[src/rtl/cmul_arbiter.sv]
// cmul_arbiter
//   Shares one complex multiplier among NREQ requesters. A round-robin
//   arbiter picks one requester per cycle; its operands enter a two-stage
//   pipeline (S1: captured operands, S2: finished product) that stalls as a
//   whole when the result at the output is not taken.
//
// Ports
//   clk        single clock, all state updates on the rising edge
//   rst        synchronous, active-high reset
//   req_valid  per-requester: operand pair presented
//   req_ready  per-requester: operands accepted this cycle (one-hot or zero)
//   req_a_re, req_a_im, req_b_re, req_b_im
//              packed signed operands, requester i in bits [i*W +: W]
//   res_valid  result present
//   res_ready  consumer accepts the result
//   res_id     requester index of the result
//   res_re, res_im
//              exact signed product a*b, 2W+1 bits each
//   idle       nothing in flight in either pipeline stage
module cmul_arbiter #(
    parameter int W    = 16,
    parameter int NREQ = 4
) (
    input  logic                  clk,
    input  logic                  rst,
    input  logic [NREQ-1:0]       req_valid,
    output logic [NREQ-1:0]       req_ready,
    input  logic [NREQ*W-1:0]     req_a_re,
    input  logic [NREQ*W-1:0]     req_a_im,
    input  logic [NREQ*W-1:0]     req_b_re,
    input  logic [NREQ*W-1:0]     req_b_im,
    output logic                  res_valid,
    input  logic                  res_ready,
    output logic [1:0]            res_id,
    output logic [2*W:0]          res_re,
    output logic [2*W:0]          res_im,
    output logic                  idle
);

    // Requester index width; NREQ is fixed at 4 in this revision, so a
    // 2-bit index wraps exactly modulo NREQ.
    localparam int IW = 2;
    // Intermediate width for the three-multiply form. The partial products
    // need 2W+1 bits; their sum/difference can transiently need one more
    // before the exact result (which always fits 2W+1) is taken.
    localparam int PW = 2 * W + 2;

    // ------------------------------------------------------------------
    // Pipeline state
    // ------------------------------------------------------------------
    logic                 s1_valid;
    logic [IW-1:0]        s1_id;
    logic signed [W-1:0]  s1_a_re;
    logic signed [W-1:0]  s1_a_im;
    logic signed [W-1:0]  s1_b_re;
    logic signed [W-1:0]  s1_b_im;

    logic                 s2_valid;
    logic [IW-1:0]        s2_id;
    logic [2*W:0]         s2_re;
    logic [2*W:0]         s2_im;

    logic [IW-1:0]        ptr;

    // ------------------------------------------------------------------
    // Flow control
    // ------------------------------------------------------------------
    logic advance;
    assign advance = !s2_valid || res_ready;

    // ------------------------------------------------------------------
    // Round-robin grant: first valid requester starting at ptr
    // ------------------------------------------------------------------
    logic          grant_found;
    logic [IW-1:0] grant_id;
    logic [IW-1:0] cand;

    always_comb begin
        grant_found = 1'b0;
        grant_id    = '0;
        cand        = '0;
        for (int unsigned k = 0; k < NREQ; k++) begin
            cand = ptr + IW'(k);
            if (!grant_found && req_valid[cand]) begin
                grant_found = 1'b1;
                grant_id    = cand;
            end
        end
    end

    // Ready is also held low during reset so no transfer is signalled on an
    // edge that is about to clear the pipeline.
    logic transfer;
    always_comb begin
        req_ready = '0;
        if (grant_found && advance && !rst) begin
            req_ready = NREQ'(1) << grant_id;
        end
    end
    assign transfer = |req_ready;

    // ------------------------------------------------------------------
    // Operand selection for the granted requester
    // ------------------------------------------------------------------
    logic [W-1:0] sel_a_re;
    logic [W-1:0] sel_a_im;
    logic [W-1:0] sel_b_re;
    logic [W-1:0] sel_b_im;

    always_comb begin
        sel_a_re = req_a_re[int'(grant_id) * W +: W];
        sel_a_im = req_a_im[int'(grant_id) * W +: W];
        sel_b_re = req_b_re[int'(grant_id) * W +: W];
        sel_b_im = req_b_im[int'(grant_id) * W +: W];
    end

    // ------------------------------------------------------------------
    // Three-multiply complex product on S1 contents
    //   k1 = b_re*(a_re+a_im), k2 = a_re*(b_im-b_re), k3 = a_im*(b_re+b_im)
    //   re = k1-k3, im = k1+k2
    // All operands are sign-extended before combining so nothing wraps.
    // ------------------------------------------------------------------
    logic signed [W:0]    sum_a;
    logic signed [W:0]    diff_b;
    logic signed [W:0]    sum_b;
    logic signed [PW-1:0] k1;
    logic signed [PW-1:0] k2;
    logic signed [PW-1:0] k3;
    logic [2*W:0]         prod_re;
    logic [2*W:0]         prod_im;

    always_comb begin
        sum_a   = (W+1)'(s1_a_re) + (W+1)'(s1_a_im);
        diff_b  = (W+1)'(s1_b_im) - (W+1)'(s1_b_re);
        sum_b   = (W+1)'(s1_b_re) + (W+1)'(s1_b_im);
        k1      = PW'(s1_b_re) * PW'(sum_a);
        k2      = PW'(s1_a_re) * PW'(diff_b);
        k3      = PW'(s1_a_im) * PW'(sum_b);
        prod_re = (2*W+1)'(k1 - k3);
        prod_im = (2*W+1)'(k1 + k2);
    end

    // ------------------------------------------------------------------
    // Pipeline registers and arbitration pointer
    // ------------------------------------------------------------------
    always_ff @(posedge clk) begin
        if (rst) begin
            s1_valid <= 1'b0;
            s1_id    <= '0;
            s1_a_re  <= '0;
            s1_a_im  <= '0;
            s1_b_re  <= '0;
            s1_b_im  <= '0;
            s2_valid <= 1'b0;
            s2_id    <= '0;
            s2_re    <= '0;
            s2_im    <= '0;
            ptr      <= '0;
        end else begin
            if (advance) begin
                s2_valid <= s1_valid;
                s2_id    <= s1_id;
                s2_re    <= prod_re;
                s2_im    <= prod_im;
                s1_valid <= transfer;
                s1_id    <= grant_id;
                s1_a_re  <= sel_a_re;
                s1_a_im  <= sel_a_im;
                s1_b_re  <= sel_b_re;
                s1_b_im  <= sel_b_im;
            end
            if (transfer) begin
                ptr <= grant_id + IW'(1);
            end
        end
    end

    // ------------------------------------------------------------------
    // Outputs
    // ------------------------------------------------------------------
    assign res_valid = s2_valid;
    assign res_id    = s2_id;
    assign res_re    = s2_re;
    assign res_im    = s2_im;
    assign idle      = !s1_valid && !s2_valid;

endmodule

[config.mk]
export PLATFORM = sky130hd
export DESIGN_NAME = cmul_arbiter
export DESIGN_NICKNAME = d
export VERILOG_FILES = /design/src/rtl/cmul_arbiter.sv
export SDC_FILE = /design/constraint.sdc
export NUM_CORES = 2
export LEC_CHECK = 0
export CAP_MARGIN = 20
export CORE_ASPECT_RATIO = 0.75
export CORE_MARGIN = 10
export CORE_UTILIZATION = 65
export CTS_CLUSTER_SIZE = 20
export DETAILED_ROUTE_END_ITERATION = 12
export GPL_TIMING_DRIVEN = 0
export PLACE_DENSITY = 0.89
export SYNTH_ARGS = -nofsm -noshare
export SYNTH_HDL_FRONTEND = slang
export SYNTH_SLANG_ARGS = --single-unit
[constraint.sdc]
create_clock -name clk -period 24 [get_ports clk]
set_input_delay 4.8 -clock clk [delete_from_list [all_inputs] [get_ports clk]]
set_output_delay 4.8 -clock clk [all_outputs]
set_load 0.01 [all_outputs]
==> results.md <==
Clock tree:
- Buffers added to address setup during post-CTS repair amount to 0.
- Clock latency on the worst-skew pair, taken at its later pin, is 0.52 ns.
- CTS placed an instance of sky130_fd_sc_hd__clkbuf_16 at the clock tree root.
- TritonCTS built the clock tree.
- The maximum number of buffers from clock root to sink is 2.
- The number of buffers inserted by hold repair at cts is 0.
- Clock-pin slew was measured on the worst setup and hold paths at 0.07 ns.
- The TritonCTS buffer count is 17.
- The H-tree was split into 4 levels.
- The number of clock sinks is ~140.
- The count of instances resized after the clock tree is built is 0.

Global route:
- The number of antenna violations at the first check in global routing was 12.
- The global-route usage over all layers is 41.09%.
- The wire length of the first global-routing pass is around 240 mm.
- The maximum number of pins on one net before global-route repair is 17.
- The number of global-route vias before repair came to 39364.
- Global routing finished with a remaining overflow of 0.

Setup path:
- Among cell families on the critical path, the largest total delay comes from adder cells.
- In this run the worst path has a maximum fanout of 10.
- The required time of the worst setup path is 24.35 ns.
- The most common cell type on the critical path is sky130_fd_sc_hd__fa_1.
- The kind of start point of the critical path is a register.
- The critical-path cell with the highest stage delay is sky130_fd_sc_hd__a221oi_1.
- The capturing element type of the critical path is a register.
- The buffer and inverter count on the worst path is 10.
- STA puts the critical path data arrival time at 17.22 ns.
- The kind of critical path is reg -> reg.
- In this design, the stage delay of the slowest critical-path cell is 1.05 ns.

STA:
- The clock arrives with 0.02057 ns of skew.
- Based on the critical path, the design can be clocked at up to 0.05930 GHz.
- The post-route fraction of the period consumed by the critical path is a little over two thirds.
- The final period demand of the worst path is 16.86 ns.
- The number of max-slew violations in the final report is 0.
- Setup repair after global routing left no endpoint under its margin.
- At the pin with the least slew margin, the transition time is 1.320 ns.
- The worst pin sits at a relative slew slack of 11.35%.
- Setup violations remaining at the end of the flow were counted as 0.
- The final-layout setup total negative slack is 0 ns.
- The final count of hold timing violations is 0.

Floorplan:
- The starting density of the core is approximately two thirds.
- Measured along the y axis, the die boundary spans 241.9 um.
- In this run the count of I/O pins placed on the die edge is 337.
- The chip width is 315.8 um.
- The core box area is about 65000 sq um.
- The area of the die is 76390 sq um.
- Row generation in the floorplan step produced 81 rows.

Routing:
- The post-route DRC violation count is 0.
- Dividing the detail-routed wire length by the instance count gives between 20 and 25 um.
- Using the TritonRoute via totals, the vias-per-cell ratio works out to 6.093.
- The number of DRC violations after detailed-routing iteration 0 is 4609.
- The total via count after detailed routing is 38058.
- The remaining antenna violation count after routing is 0.
- The final layout contains routed wiring with a total length of 155.3 mm.
- The pre-antenna-repair detailed-routing pass consisted of 9 iterations.

Cells and area:
- Fill cells in the final layout number ~5000.
- The area of combinational cells with multiple inputs is 35330 sq um.
- The sequential cells in the finished layout cover a total of approximately 2800 sq um.
- The final net count is approximately 7000.
- The growth of design area from synthesis to finish is 12.54%.
- Cells with a size suffix above 1 make up 1.548% of the layout.

Synthesis:
- The distinct cell type count of the synthesized netlist is 79.
- In the synthesized netlist, the cells that appear most often are 961 x sky130_fd_sc_hd__inv_1, 899 x sky130_fd_sc_hd__fa_1, 751 x sky130_fd_sc_hd__nand2_1, 327 x sky130_fd_sc_hd__ha_1, 309 x sky130_fd_sc_hd__and2_1.
- In this run the mean area of a mapped cell was 8.581 sq um.
- In the post-synthesis netlist, the biggest area contributors are sky130_fd_sc_hd__fa_1 42%, sky130_fd_sc_hd__ha_1 9.6%, sky130_fd_sc_hd__inv_1 8.5%.
- The proportion of netlist area held by the largest area contributor is 42.18%.
- For this run, the leading register cell type out of synthesis is sky130_fd_sc_hd__dfxtp_1.
- In this run, synthesis inferred 0 flip-flops with an integrated enable.
- After synthesis, flip-flops and latches occupy around 6.5% of the total area.
- The number of nets handed over by synthesis was ~6500.
- Counting flops with an async set or reset pin after synthesis yields a share of 0%.
- The synthesized instance count is slightly below 5000.
- In this run, synthesis produced a sequential element count of 138.
- The number of warnings printed during yosys synthesis is 0.
- The largest area contributor in the synthesized netlist is sky130_fd_sc_hd__fa_1.
- The mapped netlist covers between 40000 and 50000 sq um.
- The leading cell type by number of instances after synthesis is sky130_fd_sc_hd__inv_1.

Placement:
- The number of buffer cells added on primary ports is 335.
- The wire-length estimate of the detail-placed layout is 131.1 mm.
- The congestion estimate from routability-driven global placement came to 1.059.

Job:
- The max-cap check violation count is 0.

Worst hold path:
- In this run the worst hold path is classified as reg -> reg.

Status:
- The flow ran to the end, and the final reports show no timing, DRC or antenna violations.
[cells by family after synthesis]
family	share of synthesized area [%]
fa+ha+maj	51.77
compound gates	9.018
mux	0.04693
flops	6.475
simple gates	18.77
xor+xnor	3.205
buf+inv	10.71
[path summary, 6_finish.rpt]
check / start / endpoint / slack (ns) / cells past startpoint
max reg2reg: s1_a_im[1] / res_re[32] / 7.14 / 50
min reg2reg: res_re[10] / res_re[10] / 0.45 / 2
max: s1_a_im[1] / res_re[32] / 7.14 / 50
min: res_re[10] / res_re[10] / 0.45 / 2
[placed cells by master, fill, tap and decap left out, types with 22 or more instances in the layout]
master / instances
sky130_fd_sc_hd__a31oi_1: 34
sky130_fd_sc_hd__a21oi_1: 195
sky130_fd_sc_hd__and3_1: 86
sky130_fd_sc_hd__dfxtp_1: 138
sky130_fd_sc_hd__a21o_1: 52
sky130_fd_sc_hd__nand3_1: 27
sky130_fd_sc_hd__fa_1: 899
sky130_fd_sc_hd__xor2_1: 35
sky130_fd_sc_hd__nor2_1: 219
sky130_fd_sc_hd__nor3_1: 22
sky130_fd_sc_hd__o21ai_0: 49
sky130_fd_sc_hd__nand2b_1: 56
sky130_fd_sc_hd__a311oi_1: 68
sky130_fd_sc_hd__ha_1: 327
sky130_fd_sc_hd__inv_1: 961
sky130_fd_sc_hd__and2_1: 309
sky130_fd_sc_hd__nor2b_1: 109
sky130_fd_sc_hd__clkdlybuf4s50_1: 335
sky130_fd_sc_hd__nand2_1: 751
sky130_fd_sc_hd__xnor2_1: 116
sky130_fd_sc_hd__clkbuf_1: 231
[registers in the layout, indices dropped and copies added, names as in the netlist]
register / flops
ptr: 2
res_id: 2
res_im: 33
res_re: 33
res_valid: 1
s1_a_im: 16
s1_a_re: 16
s1_b_im: 16
s1_b_re: 16
s1_id: 2
s1_valid: 1
[worst min-delay path: cells and delay by family (launching register included)]
family          cells  cell delay [ns]
simple gates        1             0.05
flops               1             0.31
compound gates      1             0.05
[final cells by class]
class                   count  share of cell area (%)
diodes                     12                 0.06254
plain buffers             250                   1.991
clock buffers              20                  0.9094
clock inverters            12                  0.3883
inverters                 963                   7.528
multi-input cells        3621                   73.59
flip-flops and latches    138                   5.754
well taps                 871                   2.270
repair buffers            359                   7.510
[layer usage]
metal / vias up / track usage, % / share of wire (%)
li1: 16072 / - / -
met1: 18538 / 51.36 / 36
met2: 2831 / 57.46 / 41
met3: 599 / 20.95 / 17
met4: 18 / 21.40 / 5.9
met5: - / 0 / 0.14
[per-stage QoR]
stage | instances | hold slack (ns) | utilization [%] | cell area [sq um] | setup slack (ns)
after CTS | 6218 | 0.4511 | 73.53 | 47840 | 7.735
after global routing | 6234 | 0.4706 | 73.75 | 47980 | 6.820
after global placement | 6178 | 0.4402 | 72.40 | 47110 | 7.937
after floorplan | 4972 | 0.4322 | - | 42660 | 11.43
final | 6246 | 0.4509 | 73.80 | 48010 | 7.136
after detailed placement | 6186 | 0.4430 | 72.57 | 47220 | 7.815
Power is not shown: default switching activity piles up to over one toggle a cycle in this logic, so the estimate is an artifact.
